[config.mk]
export PLATFORM = sky130hd
export DESIGN_NAME = rom_read_arbiter
export DESIGN_NICKNAME = d
export VERILOG_FILES = /design/src/rtl/rom_arb_pkg.sv /design/src/rtl/rom_arb_rsp_fifo.sv /design/src/rtl/rom_read_arbiter.sv
export SDC_FILE = /design/constraint.sdc
export NUM_CORES = 1
export LEC_CHECK = 0
export BUFFER_PORTS_ARGS = -buffer_cell sky130_fd_sc_hd__buf_2
export CORE_ASPECT_RATIO = 1.4
export CORE_UTILIZATION = 28
export CTS_CLUSTER_DIAMETER = 80
export DETAILED_ROUTE_END_ITERATION = 10
export HOLD_SLACK_MARGIN = 0.12
export SYNTH_ARGS = -nofsm -noshare
export SYNTH_HDL_FRONTEND = slang
export SYNTH_SLANG_ARGS = --single-unit
[constraint.sdc]
create_clock -name clk -period 10.4 [get_ports clk]
set_input_delay 2.08 -clock clk [delete_from_list [all_inputs] [get_ports clk]]
set_output_delay 2.08 -clock clk [all_outputs]
set_load 0.03 [all_outputs]
[src/rtl/rom_arb_pkg.sv]
// Shared definitions for the ROM read arbiter: default sizes, ROM pin levels
// and a constant-evaluable ceil(log2) helper.
package rom_arb_pkg;

  localparam int DEF_NUM_REQ   = 4;
  localparam int DEF_ROM_DEPTH = 1024;
  localparam int DEF_NUM_DATA  = 1;
  localparam int DEF_BIT_WIDTH = 16;

  localparam logic ROM_ENABLE  = 1'b0;
  localparam logic ROM_DISABLE = 1'b1;

  function automatic int clog2(input int value);
    int r;
    r = 0;
    for (int i = 0; i < 31; i++) begin
      if ((longint'(1) << i) < longint'(value)) r = i + 1;
    end
    return r;
  endfunction

endpackage

[src/rtl/rom_arb_rsp_fifo.sv]
// Two-entry {id,data} response buffer. When empty, a push is visible at the
// head in the same cycle so the ROM read data reaches the consumer directly.
module rom_arb_rsp_fifo #(
  parameter int ID_W   = 2,
  parameter int DATA_W = 16
) (
  input  logic              clk,
  input  logic              rst_n,
  input  logic              push,
  input  logic [ID_W-1:0]   push_id,
  input  logic [DATA_W-1:0] push_data,
  input  logic              pop,
  output logic [1:0]        count,
  output logic              head_valid,
  output logic [ID_W-1:0]   head_id,
  output logic [DATA_W-1:0] head_data
);

  logic [ID_W-1:0]   id_q   [2];
  logic [ID_W-1:0]   id_d   [2];
  logic [DATA_W-1:0] data_q [2];
  logic [DATA_W-1:0] data_d [2];
  logic              wr_ptr_q, wr_ptr_d;
  logic              rd_ptr_q, rd_ptr_d;
  logic [1:0]        count_q, count_d;
  logic              bypass;

  // Push+pop at count 0 writes a slot and advances both pointers: net empty.
  always_comb begin
    id_d     = id_q;
    data_d   = data_q;
    wr_ptr_d = wr_ptr_q;
    rd_ptr_d = rd_ptr_q;
    if (push) begin
      id_d[wr_ptr_q]   = push_id;
      data_d[wr_ptr_q] = push_data;
      wr_ptr_d         = ~wr_ptr_q;
    end
    if (pop) rd_ptr_d = ~rd_ptr_q;
    count_d = count_q + {1'b0, push} - {1'b0, pop};
  end

  always_ff @(posedge clk or negedge rst_n) begin
    if (!rst_n) begin
      id_q     <= '{default: '0};
      data_q   <= '{default: '0};
      wr_ptr_q <= 1'b0;
      rd_ptr_q <= 1'b0;
      count_q  <= 2'd0;
    end else begin
      id_q     <= id_d;
      data_q   <= data_d;
      wr_ptr_q <= wr_ptr_d;
      rd_ptr_q <= rd_ptr_d;
      count_q  <= count_d;
    end
  end

  assign bypass     = (count_q == 2'd0) && push;
  assign count      = count_q;
  assign head_valid = (count_q != 2'd0) || push;
  assign head_id    = bypass ? push_id   : id_q[rd_ptr_q];
  assign head_data  = bypass ? push_data : data_q[rd_ptr_q];

  a_no_overflow: assert property (@(posedge clk) disable iff (!rst_n)
    !(push && !pop && count_q == 2'd2));

endmodule

[src/rtl/rom_read_arbiter.sv]
// Round-robin arbiter sharing one 1-cycle-latency ROM among NUM_REQ readers.
// Define ROM_ARB_FIXED_PRIO_EN for lowest-index-wins fixed priority instead.
module rom_read_arbiter
  import rom_arb_pkg::*;
#(
  parameter int  NUM_REQ   = DEF_NUM_REQ,
  parameter int  ROM_DEPTH = DEF_ROM_DEPTH,
  parameter int  NUM_DATA  = DEF_NUM_DATA,
  parameter int  BIT_WIDTH = DEF_BIT_WIDTH,
  localparam int ADDR_W    = clog2(ROM_DEPTH),
  localparam int DATA_W    = NUM_DATA * BIT_WIDTH,
  localparam int ID_W      = clog2(NUM_REQ)
) (
  input  logic                      clk,
  input  logic                      rst_n,
  input  logic [NUM_REQ-1:0]        req_valid,
  input  logic [NUM_REQ*ADDR_W-1:0] req_addr,
  output logic [NUM_REQ-1:0]        req_ready,
  output logic                      rsp_valid,
  output logic [ID_W-1:0]           rsp_id,
  output logic [DATA_W-1:0]         rsp_data,
  input  logic                      rsp_ready,
  output logic                      rom_cen,
  output logic [ADDR_W-1:0]         rom_A,
  input  logic [DATA_W-1:0]         rom_Q
);

  logic [ADDR_W-1:0] addr_slice [NUM_REQ];
  logic              any_valid;
  logic [ID_W-1:0]   grant_idx;
  logic              pop, issue_ok, issue;
  logic [1:0]        fifo_count;
  logic [2:0]        occupancy;
  logic              inflight_q, inflight_d;
  logic [ID_W-1:0]   inflight_id_q, inflight_id_d;
  logic [ADDR_W-1:0] rom_a_q, rom_a_d;

  genvar gi;
  for (gi = 0; gi < NUM_REQ; gi++) begin : g_client
    assign addr_slice[gi] = req_addr[gi*ADDR_W +: ADDR_W];
    assign req_ready[gi]  = issue && (grant_idx == ID_W'(gi));
  end

`ifdef ROM_ARB_FIXED_PRIO_EN
  always_comb begin
    any_valid = 1'b0;
    grant_idx = '0;
    for (int k = NUM_REQ - 1; k >= 0; k--) begin
      if (req_valid[ID_W'(k)]) begin
        any_valid = 1'b1;
        grant_idx = ID_W'(k);
      end
    end
  end
`else
  logic [ID_W-1:0] rr_ptr_q, rr_ptr_d;
  logic [ID_W-1:0] cand;

  // Scan clients starting at the pointer, wrapping; first requester wins.
  always_comb begin
    any_valid = 1'b0;
    grant_idx = '0;
    cand      = '0;
    for (int k = 0; k < NUM_REQ; k++) begin
      cand = ID_W'((int'(rr_ptr_q) + k) % NUM_REQ);
      if (!any_valid && req_valid[cand]) begin
        any_valid = 1'b1;
        grant_idx = cand;
      end
    end
  end

  always_comb begin
    rr_ptr_d = rr_ptr_q;
    if (issue) rr_ptr_d = (grant_idx == ID_W'(NUM_REQ - 1)) ? '0 : grant_idx + 1'b1;
  end
`endif

  // The in-flight read already owns a buffer slot; a same-cycle pop frees one.
  assign pop       = rsp_valid & rsp_ready;
  assign occupancy = {1'b0, fifo_count} + {2'b00, inflight_q} - {2'b00, pop};
  assign issue_ok  = occupancy < 3'd2;
  assign issue     = rst_n & any_valid & issue_ok;
  assign rom_cen   = issue ? ROM_ENABLE : ROM_DISABLE;
  assign rom_A     = issue ? addr_slice[grant_idx] : rom_a_q;

  always_comb begin
    inflight_d    = issue;
    inflight_id_d = issue ? grant_idx : inflight_id_q;
    rom_a_d       = rom_A;
  end

  always_ff @(posedge clk or negedge rst_n) begin
    if (!rst_n) begin
      inflight_q    <= 1'b0;
      inflight_id_q <= '0;
      rom_a_q       <= '0;
`ifndef ROM_ARB_FIXED_PRIO_EN
      rr_ptr_q      <= '0;
`endif
    end else begin
      inflight_q    <= inflight_d;
      inflight_id_q <= inflight_id_d;
      rom_a_q       <= rom_a_d;
`ifndef ROM_ARB_FIXED_PRIO_EN
      rr_ptr_q      <= rr_ptr_d;
`endif
    end
  end

  rom_arb_rsp_fifo #(
    .ID_W   (ID_W),
    .DATA_W (DATA_W)
  ) u_rsp_fifo (
    .clk        (clk),
    .rst_n      (rst_n),
    .push       (inflight_q),
    .push_id    (inflight_id_q),
    .push_data  (rom_Q),
    .pop        (pop),
    .count      (fifo_count),
    .head_valid (rsp_valid),
    .head_id    (rsp_id),
    .head_data  (rsp_data)
  );

endmodule

# After elaboration in Yosys (flattened, before gate mapping)
# Cells that the tools add are included.
totals:
  ff_bits: 55
  latchBits: 0
  ramBits: 0
  romBits: 0
  input_bits: 63
  output_inout_bits: 34
  memories: 0
op_classes:
  add_sub_neg: 8
  mul: 0
  div: 0
  order_cmp: 9
  eq_ne: 3
  shift: 0
  n_mux: 36
  bitwise_logic: 8
  n_reduce_logical: 16
op_table:
  columns: ["cell", "count"]
  rows:
  - ["two-way mux 16 bit", 5]
  - ["bitwise mux 32 bit", 1]
  - ["two-way mux 10 bit", 3]
  - ["binary-select mux 10 bit (select 2 bit)", 1]
  - ["two-way mux 2 bit", 10]
  - ["demux 16 bit (select 1 bit)", 1]
  - ["< comparator 2 x 3 -> 1 bit, second input constant", 4]
  - ["logical AND 1 bit", 9]
  - ["two-way mux 1 bit", 9]
  - ["binary-select mux 1 bit (select 2 bit)", 4]
  - ["adder 2 x 1 -> 2 bit, second input constant", 2]
  - ["adder 2 bit, second input constant", 2]
  - ["bitwise mux 4 bit", 1]
  - ["equality test 2 bit, second input constant", 2]
  - ["greater-or-equal comparator 2 bit, second input constant", 2]
  - ["logical NOT 2 bit", 2]
  - ["inverter 1 -> 2 bit", 2]
  - ["adder 2 x 1 -> 3 bit", 1]
  - ["AND 1 bit", 3]
  - ["greater-or-equal comparator 3 bit, second input constant", 1]
  - ["logical NOT 1 bit", 3]
  - ["< comparator 3 x 2 -> 1 bit, second input constant", 1]
  - ["inverter 2 -> 3 bit", 1]
  - ["subtractor 3 x 1 -> 3 bit", 1]
  - ["other kinds (8)", 9]

# Depth between registers and ports, before layout
# Gate-level depths: netlist (run 1).
logic_depth:
  depth_word: 17
  ltp_mapped: 12
  mapped_depth_nobuf: 12

# Cells and area by module
# Synthesis (run 1) repeated with hierarchy kept, for this count alone.
unflattened:
  cells_unflattened: 231
  area_unflattened_um2: 3067.9
by_module_without_submodules:
  columns: ["module", "instances", "cells_each", "area_each_um2"]
  rows:
  - ["rom_arb_rsp_fifo", 1, 131, 1989.4]
  - ["rom_read_arbiter", 1, 100, 1078.5]

# Least setup slack after synthesis (run 1)
# Ideal clock, no wire load.
synth_path:
  path_type: "input port to output port"
  from: "in rsp_ready"
  to: "out rom_A[4]"
  arrival_ps: 4312
  required_ps: 8320
  slack_ps: 4008
  stages: 11
  cell_sequence: "and2_1 -> ha_1 -> inv_1 -> ha_1 -> inv_1 -> fa_1 -> xnor2_1 -> nand4_2 -> inv_2 -> nand2_2 -> o221ai_1"
synth_between:
  elab_chain_cells: 5
synth_lines:
  columns: ["element", "line", "rtl"]
  rows:
  - ["start, declared", "rom_read_arbiter.sv:22", "input logic rsp_ready,"]
  - ["AND 1 bit", "rom_read_arbiter.sv:80", "assign pop = rsp_valid & rsp_ready;"]
  - ["subtractor 3 x 1 -> 3 bit", "rom_read_arbiter.sv:81", "assign occupancy = {1'b0, fifo_count} + {2'b00, inflight_q} - {2'b00, pop};"]
  - ["< comparator 3 x 2 -> 1 bit", "rom_read_arbiter.sv:82", "assign issue_ok = occupancy < 3'd2;"]
  - ["AND 1 bit", "rom_read_arbiter.sv:83", "assign issue = rst_n & any_valid & issue_ok;"]
  - ["named net inflight_d", "rom_read_arbiter.sv:34", "logic inflight_q, inflight_d;"]
  - ["two-way mux 10 bit", "rom_read_arbiter.sv:85", "assign rom_A = issue ? addr_slice[grant_idx] : rom_a_q;"]
  - ["end, declared", "rom_read_arbiter.sv:24", "output logic [ADDR_W-1:0] rom_A,"]
# The timed path passes the listed nets, and every way through them passes these cells.

# Worst setup path after layout (run 1)
layout_path:
  from: "in rsp_ready"
  to: "out rom_A[2]"
layout_between:
  elab_chain_cells: 5
layout_lines:
  columns: ["element", "line", "rtl"]
  rows:
  - ["AND 1 bit", "rom_read_arbiter.sv:80", null]
  - ["named net pop", "rom_read_arbiter.sv:31", "logic pop, issue_ok, issue;"]
  - ["subtractor 3 x 1 -> 3 bit", "rom_read_arbiter.sv:81", null]
  - ["< comparator 3 x 2 -> 1 bit", "rom_read_arbiter.sv:82", null]
  - ["AND 1 bit", "rom_read_arbiter.sv:83", null]
  - ["named net inflight_d", "rom_read_arbiter.sv:34", null]
  - ["two-way mux 10 bit", "rom_read_arbiter.sv:85", null]
# The timed path passes the listed nets, and every way through them passes these cells.

==> results of run 1 <==
worst max-delay path: cells and delay by family:
kind	cells	cell delay (ns)
AOI/OAI and AO/OA	1	0.28
xor gates and xnor gates	1	0.19
adders and majority gates	3	0.85
buffers and inverters	5	0.80
and+or+nand+nor	3	0.81
per-stage QoR:
stage | power [W] | area [µm²] | hold WS, ns | setup slack, ns | utilization [%]
2_1_floorplan | 0.000874 | 2960 | 0.461 | 4.01 | -
3_3_place_gp | 0.00103 | 3570 | 0.465 | 3.34 | 34.5
3_5_place_dp | 0.00105 | 3570 | 0.470 | 3.22 | 34.5
4_1_cts | 0.00123 | 3720 | 0.492 | 3.22 | 35.9
5_1_grt | 0.00129 | 3720 | 0.510 | 2.99 | 35.9
6_report | 0.00121 | 3720 | 0.487 | 3.29 | 35.9
layer usage:
layer,GRT usage [%],vias up,part of all wire (%)
met4,4.17,0,1.3
met5,0,-,0
li1,-,1121,-
met3,2.52,5,5.1
met1,14.4,1080,43
met2,21.8,69,50
worst max path at each step:
stage | end | depth (start not counted)
2_1_floorplan | rom_A[4] | 11
3_3_place_gp | rom_A[4] | 13
3_5_place_dp | rom_A[4] | 13
4_1_cts | rom_A[4] | 13
5_1_grt | rom_A[4] | 13
6_report | rom_A[2] | 13
layout by cell type, fill, tap and decap left out, drive strengths merged, types with 2 or more instances in the layout:
cell type / Yosys / final
and2: 5 / 5
buf: 10 / 98
nand4: 6 / 6
inv: 9 / 10
xor2: 2 / 2
o211ai: 5 / 5
o31ai: 5 / 5
a211o: 5 / 5
o21ai: 20 / 20
clkinvlp: 0 / 2
ha: 6 / 6
mux2i: 34 / 34
nand2: 38 / 38
o221ai: 5 / 5
mux2: 36 / 36
a21oi: 3 / 3
dfrtp: 55 / 55
clkbuf: 3 / 5
kinds of logic after synthesis:
group | after synthesis | share of synthesized area [%]
and+or+nand+nor | 59 | 10.2
buffers and inverters | 22 | 3.80
AOI/OAI and AO/OA | 46 | 10.3
DFF | 55 | 46.5
adders and majority gates | 7 | 3.21
muxes | 70 | 25.2
xor gates and xnor gates | 3 | 0.887
power by group through the flow:
stage	combinational (W)	clock, W	sequential, W
floorplan	0.000512	0	0.000363
global placement	0.000639	0	0.000394
detailed placement	0.000651	0	0.000401
CTS	0.000652	0.000178	0.000396
global route	0.000702	0.000185	0.000407
finish	0.000642	0.000169	0.000394
state kept, by name, summed over array words and instances, names as in the netlist, 2 cells and up:
register and flops:
u_rsp_fifo.count 2, inflight_id_q 2, rr_ptr_q 2, u_rsp_fifo.data_q 32, u_rsp_fifo.id_q 4, rom_a_q 10
layout make-up:
cell class / count / area share [%]
timing repair buffer: 98 / 13.3
sequential: 55 / 37.0
clock buffer: 5 / 3.36
inverter: 9 / 0.976
tap: 138 / 4.64
clock inverter: 3 / 0.639
multi-input combinational: 185 / 40.0
==> results.py, run 1 <==
metrics = {
    "run_status": {
        "status": "finished, final reports clean",
    },
    "cells_and_area": {
        "regArea_um2": 1380,
        "areaGrowthSynthToFinish_pct": 25.5,
        "fill_cells": 1080,
        "insertedDiodeCount": 0,
        "drive_gt1_share_pct": 43.7,
        "finalNonFillerCells": 493,
        "final_nets": 424,
        "multiInputGateArea_um2": 1490,
    },
    "clocking": {
        "cts-root-buf": "clkbuf_16",
        "cts_resized": 0,
        "path_clk_slew_ns": 0.07,
        "cts.htree.levels": 2,
        "clock_path_buffers": 2,
        "clock-sinks": 55,
        "post_cts_buffers": 0,
        "clk_latency_ns": 0.29,
        "cts_tree": "built",
        "cts_hold_buffers": 0,
        "cts_buffers": 5,
    },
    "global_route": {
        "grt_pass1_vias": 2181,
        "gr-total-overflow": 0,
        "grt.total_usage_pct": 12.2,
        "grt_pass1_wl_um": 10200,
        "grt_max_degree": 57,
        "antenna_found_initial": 0,
    },
    "critical_path": {
        "max_stage_delay_ns": 0.51,
        "reg2reg_to": "rom_a_q[2]$_DFF_PN0_",
        "cp_slowest_cell": "nand4_2",
        "cp_cell_sequence": "buf_2 -> and2_1 -> ha_1 -> inv_1 -> ha_1 -> inv_1 -> fa_1 -> xnor2_1 -> nand4_2 -> inv_2 -> nand2_2 -> o221ai_1 -> buf_2",
        "startpoint_type": "input pin",
        "reg2reg_slack_ns": 6.78,
        "r2r_cells": 12,
        "path_max_fanout": 22,
        "worstSetupPathType": "input pin to output port",
        "worstSetupStartpoint": "rsp_ready",
        "worstPathRequired_ns": 8.32,
        "worst_setup_path_end_kind": "output port",
        "arrival_ns": 5.03,
        "worstReg2RegStart": "u_rsp_fifo.count[1]$_DFF_PN0_",
    },
    "power_and_ir_drop": {
        "pwr_density_cell_nw_per_um2": 324,
        "vdd_ir_drop_max_mv": 0.0907,
        "p_clk_share_pct": 14.1,
        "switchingPower_w": 0.000551,
        "pwr-share-comb_pct": 53.2,
        "internal-power_w": 0.000654,
        "swShare_pct": 45.7,
        "leakage_nw": 1.79,
        "sequentialPowerShare_pct": 32.7,
    },
    "placed_design": {
        "dp_cells": 485,
        "dpl.hpwl_um": 4950,
        "numPortBuffers": 96,
        "gp_congestion": 0.711,
    },
    "yosys": {
        "netlist_area_um2": 2960,
        "synth_cell_types": 40,
        "synth_enable_flop_cells": 0,
        "synth_nets": 332,
        "synth-seq-cells": 55,
        "synth_top_cell_by_area": "dfrtp_1",
        "syn_inst": 262,
        "ys_warn_count": 0,
        "yosys-top-cells-count": "55 x dfrtp_1, 36 x mux2_2, 36 x nand2_1",
        "synthTopCellsByArea": "dfrtp_1 46%, mux2_2 14%, mux2i_1 11%",
        "synth-async-reset-ratio_pct": 100,
        "synthFlopType": "dfrtp_1",
        "seq_area_frac_synth_pct": 46.5,
        "syn_avg_cell_area_um2": 11.3,
        "yosysMostFrequentCell": "dfrtp_1",
        "synth_top_area_share_pct": 46.5,
    },
    "sta": {
        "slew_headroom_pct": 25.6,
        "setup_viol": 0,
        "rsz0062_at_grt": "no",
        "period_share_pct": 68.4,
        "fmax_ghz": 0.141,
        "tns_ns": 0,
        "fin_skew_ns": 0.00275,
        "finalHoldViolCount": 0,
        "slew_violations": 0,
        "finalCriticalPeriod_ns": 7.11,
        "worstMarginPinSlew_ns": 1.11,
    },
    "route": {
        "drc": 0,
        "wl_per_cell_um": 13.6,
        "final_antenna_net_count": 0,
        "routed_via_density": 4.61,
        "dr.first_iter.drc_count": 51,
        "wl_um": 6700,
        "vias": 2275,
        "drt_first_pass_iters": 4,
    },
    "flow_run": {
        "cap_violations": 0,
    },
    "worst_hold_path": {
        "worst_hold_path_type": "register to register",
        "whs_endpoint": "rom_a_q[0]$_DFF_PN0_",
        "holdPathStages": 2,
        "holdCritStartpoint": "rom_a_q[0]$_DFF_PN0_",
    },
    "floorplan": {
        "die_w_um": 88.9,
        "die-area_um2": 11000,
        "rows": 44,
        "die_h_um": 124,
        "start_util_pct": 28.6,
        "design.core.area_um2": 10300,
        "io_pins": 97,
    },
}
No activity file was read; power rests on OpenSTA's default activity.
==> run 2, diff against run 1 <==
Clock period 10.4 ns to 5.9 ns, I/O delays scaled along.
==> results.py, run 2 (synthesis gave the netlist of run 1 again) <==
metrics = {
    "worst_hold_path": {
        "whs_endpoint": "rom_a_q[0]$_DFF_PN0_",
        "worst_hold_path_type": "register to register",
        "holdPathStages": 2,
        "holdCritStartpoint": "rom_a_q[0]$_DFF_PN0_",
    },
    "floorplan": {
        "die_w_um": 88.9,
        "rows": 44,
        "die_h_um": 124,
        "start_util_pct": 28.6,
        "io_pins": 97,
        "die-area_um2": 11000,
        "design.core.area_um2": 10300,
    },
    "power_and_ir_drop": {
        "leakage_nw": 1.81,
        "internal-power_w": 0.00120,
        "switchingPower_w": 0.000958,
        "pwr-share-comb_pct": 52.5,
        "sequentialPowerShare_pct": 32.4,
        "p_clk_share_pct": 15.1,
        "vdd_ir_drop_max_mv": 0.181,
        "swShare_pct": 44.4,
        "pwr_density_cell_nw_per_um2": 577,
    },
    "sta": {
        "worst_slack_ns": 0.863,
        "slew_headroom_pct": 23.3,
        "setup_viol": 0,
        "fin_skew_ns": 0.00565,
        "finalHoldViolCount": 0,
        "period_share_pct": 85.4,
        "tns_ns": 0,
        "hold_slack_ns": 0.491,
        "finalCriticalPeriod_ns": 5.04,
        "rsz0062_at_grt": "no",
        "fmax_ghz": 0.199,
        "slew_violations": 0,
        "worstMarginPinSlew_ns": 1.14,
    },
    "global_route": {
        "grt.total_usage_pct": 12.4,
        "grt_pass1_vias": 2175,
        "grt_pass1_wl_um": 10400,
        "gr-total-overflow": 0,
        "antenna_found_initial": 0,
        "grt_max_degree": 56,
    },
    "critical_path": {
        "worstPathRequired_ns": 4.72,
        "path_max_fanout": 12,
        "worst_setup_path_end_kind": "output port",
        "worstReg2RegStart": "u_rsp_fifo.count[1]$_DFF_PN0_",
        "cp_num_buf_inv": 5,
        "cp_cell_sequence": "buf_2 -> and2_1 -> ha_1 -> inv_1 -> ha_1 -> inv_1 -> fa_1 -> xnor2_1 -> nand4_2 -> inv_2 -> nand2_1 -> o221ai_1 -> buf_2",
        "cp_slowest_cell": "fa_1",
        "reg2reg_slack_ns": 2.57,
        "worstSetupPathType": "input pin to output port",
        "crit_family": "adder cells",
        "r2r_cells": 12,
        "arrival_ns": 3.86,
        "worstSetupStartpoint": "rsp_ready",
        "startpoint_type": "input pin",
        "reg2reg_to": "rom_a_q[4]$_DFF_PN0_",
        "max_stage_delay_ns": 0.43,
    },
    "cells_and_area": {
        "areaGrowthSynthToFinish_pct": 26.1,
        "drive_gt1_share_pct": 43.4,
        "most-common-layout-cells": "96 x buf_2, 55 x dfrtp_1, 36 x nand2_1, 36 x mux2_2, 34 x mux2i_1",
        "fill_cells": 1077,
        "largest_reg_flops": 32,
        "multiInputGateArea_um2": 1490,
        "regArea_um2": 1380,
        "insertedDiodeCount": 0,
        "fin_area_um2": 3740,
        "final_nets": 425,
        "utilization_pct": 36.1,
        "final_common_cell": "buf_2",
        "largest-register": "u_rsp_fifo.data_q",
        "reg_top3": "u_rsp_fifo.data_q x32, rom_a_q x10, u_rsp_fifo.id_q x4",
    },
    "flow_run": {
        "cap_violations": 0,
    },
    "route": {
        "wl_um": 6620,
        "drt_first_pass_iters": 4,
        "dr.first_iter.drc_count": 49,
        "drc": 0,
        "routed_via_density": 4.64,
        "vias": 2286,
        "final_antenna_net_count": 0,
        "wl_per_cell_um": 13.4,
    },
    "clocking": {
        "clk_latency_ns": 0.29,
        "cts-root-buf": "clkbuf_16",
        "path_clk_slew_ns": 0.07,
        "clock-sinks": 55,
        "cts_hold_buffers": 0,
        "cts.htree.levels": 2,
        "cts_buffers": 5,
        "cts_resized": 0,
        "cts_tree": "built",
        "post_cts_buffers": 0,
        "clock_path_buffers": 2,
    },
    "placed_design": {
        "dp_slack_ns": 0.791,
        "gp_congestion": 0.743,
        "placed_cell_area_um2": 3580,
        "numPortBuffers": 96,
        "dpl.hpwl_um": 4890,
    },
    "run_status": {
        "status": "finished, final reports clean",
    },
}
-- run 2: area by class of cell --
class / instances / share of cell area, %
multi-input cells: 185 / 39.9
flip-flops and latches: 55 / 36.8
inverters: 9 / 0.971
repair buffers: 99 / 13.5
clock buffers: 6 / 3.45
well taps: 138 / 4.62
clock inverters: 1 / 0.804
-- run 2: tightest hold or removal path: stages, from the launching register on --
cell	delay (ns)
dfrtp_1	0.33
nand2_1	0.05
o221ai_1	0.07
-- run 2: power groups by stage --
stage / logic (W) / clock network [W] / registers [W]
floorplan: 0.000902 / 0 / 0.000640
global placement: 0.00113 / 0 / 0.000695
detailed placement: 0.00115 / 0 / 0.000706
CTS: 0.00115 / 0.000337 / 0.000699
global route: 0.00125 / 0.000352 / 0.000724
finish: 0.00113 / 0.000326 / 0.000698
-- run 2: metal layers --
metal | wire [µm] | track usage (%)
met1 | 3030 | 15.3
met4 | 98 | 4.46
met5 | 0 | 0
met2 | 3140 | 21.2
met3 | 346 | 2.65
-- run 2: worst max-delay path by stage --
stage	to	cells past startpoint	slack, ns
after floorplan	rom_A[4]	11	1.31
after global routing	rom_A[4]	13	0.62
after CTS	rom_A[4]	13	0.79
after global placement	rom_A[1]	13	0.90
final	rom_A[4]	13	0.86
after detailed placement	rom_A[4]	13	0.79
-- run 2: through the flow --
| step | instances | power [W] |
|---|---|---|
| 2_1_floorplan | 262 | 0.00154 |
| 3_3_place_gp | 486 | 0.00183 |
| 3_5_place_dp | 486 | 0.00186 |
| 4_1_cts | 493 | 0.00219 |
| 5_1_grt | 493 | 0.00232 |
| 6_report | 493 | 0.00216 |
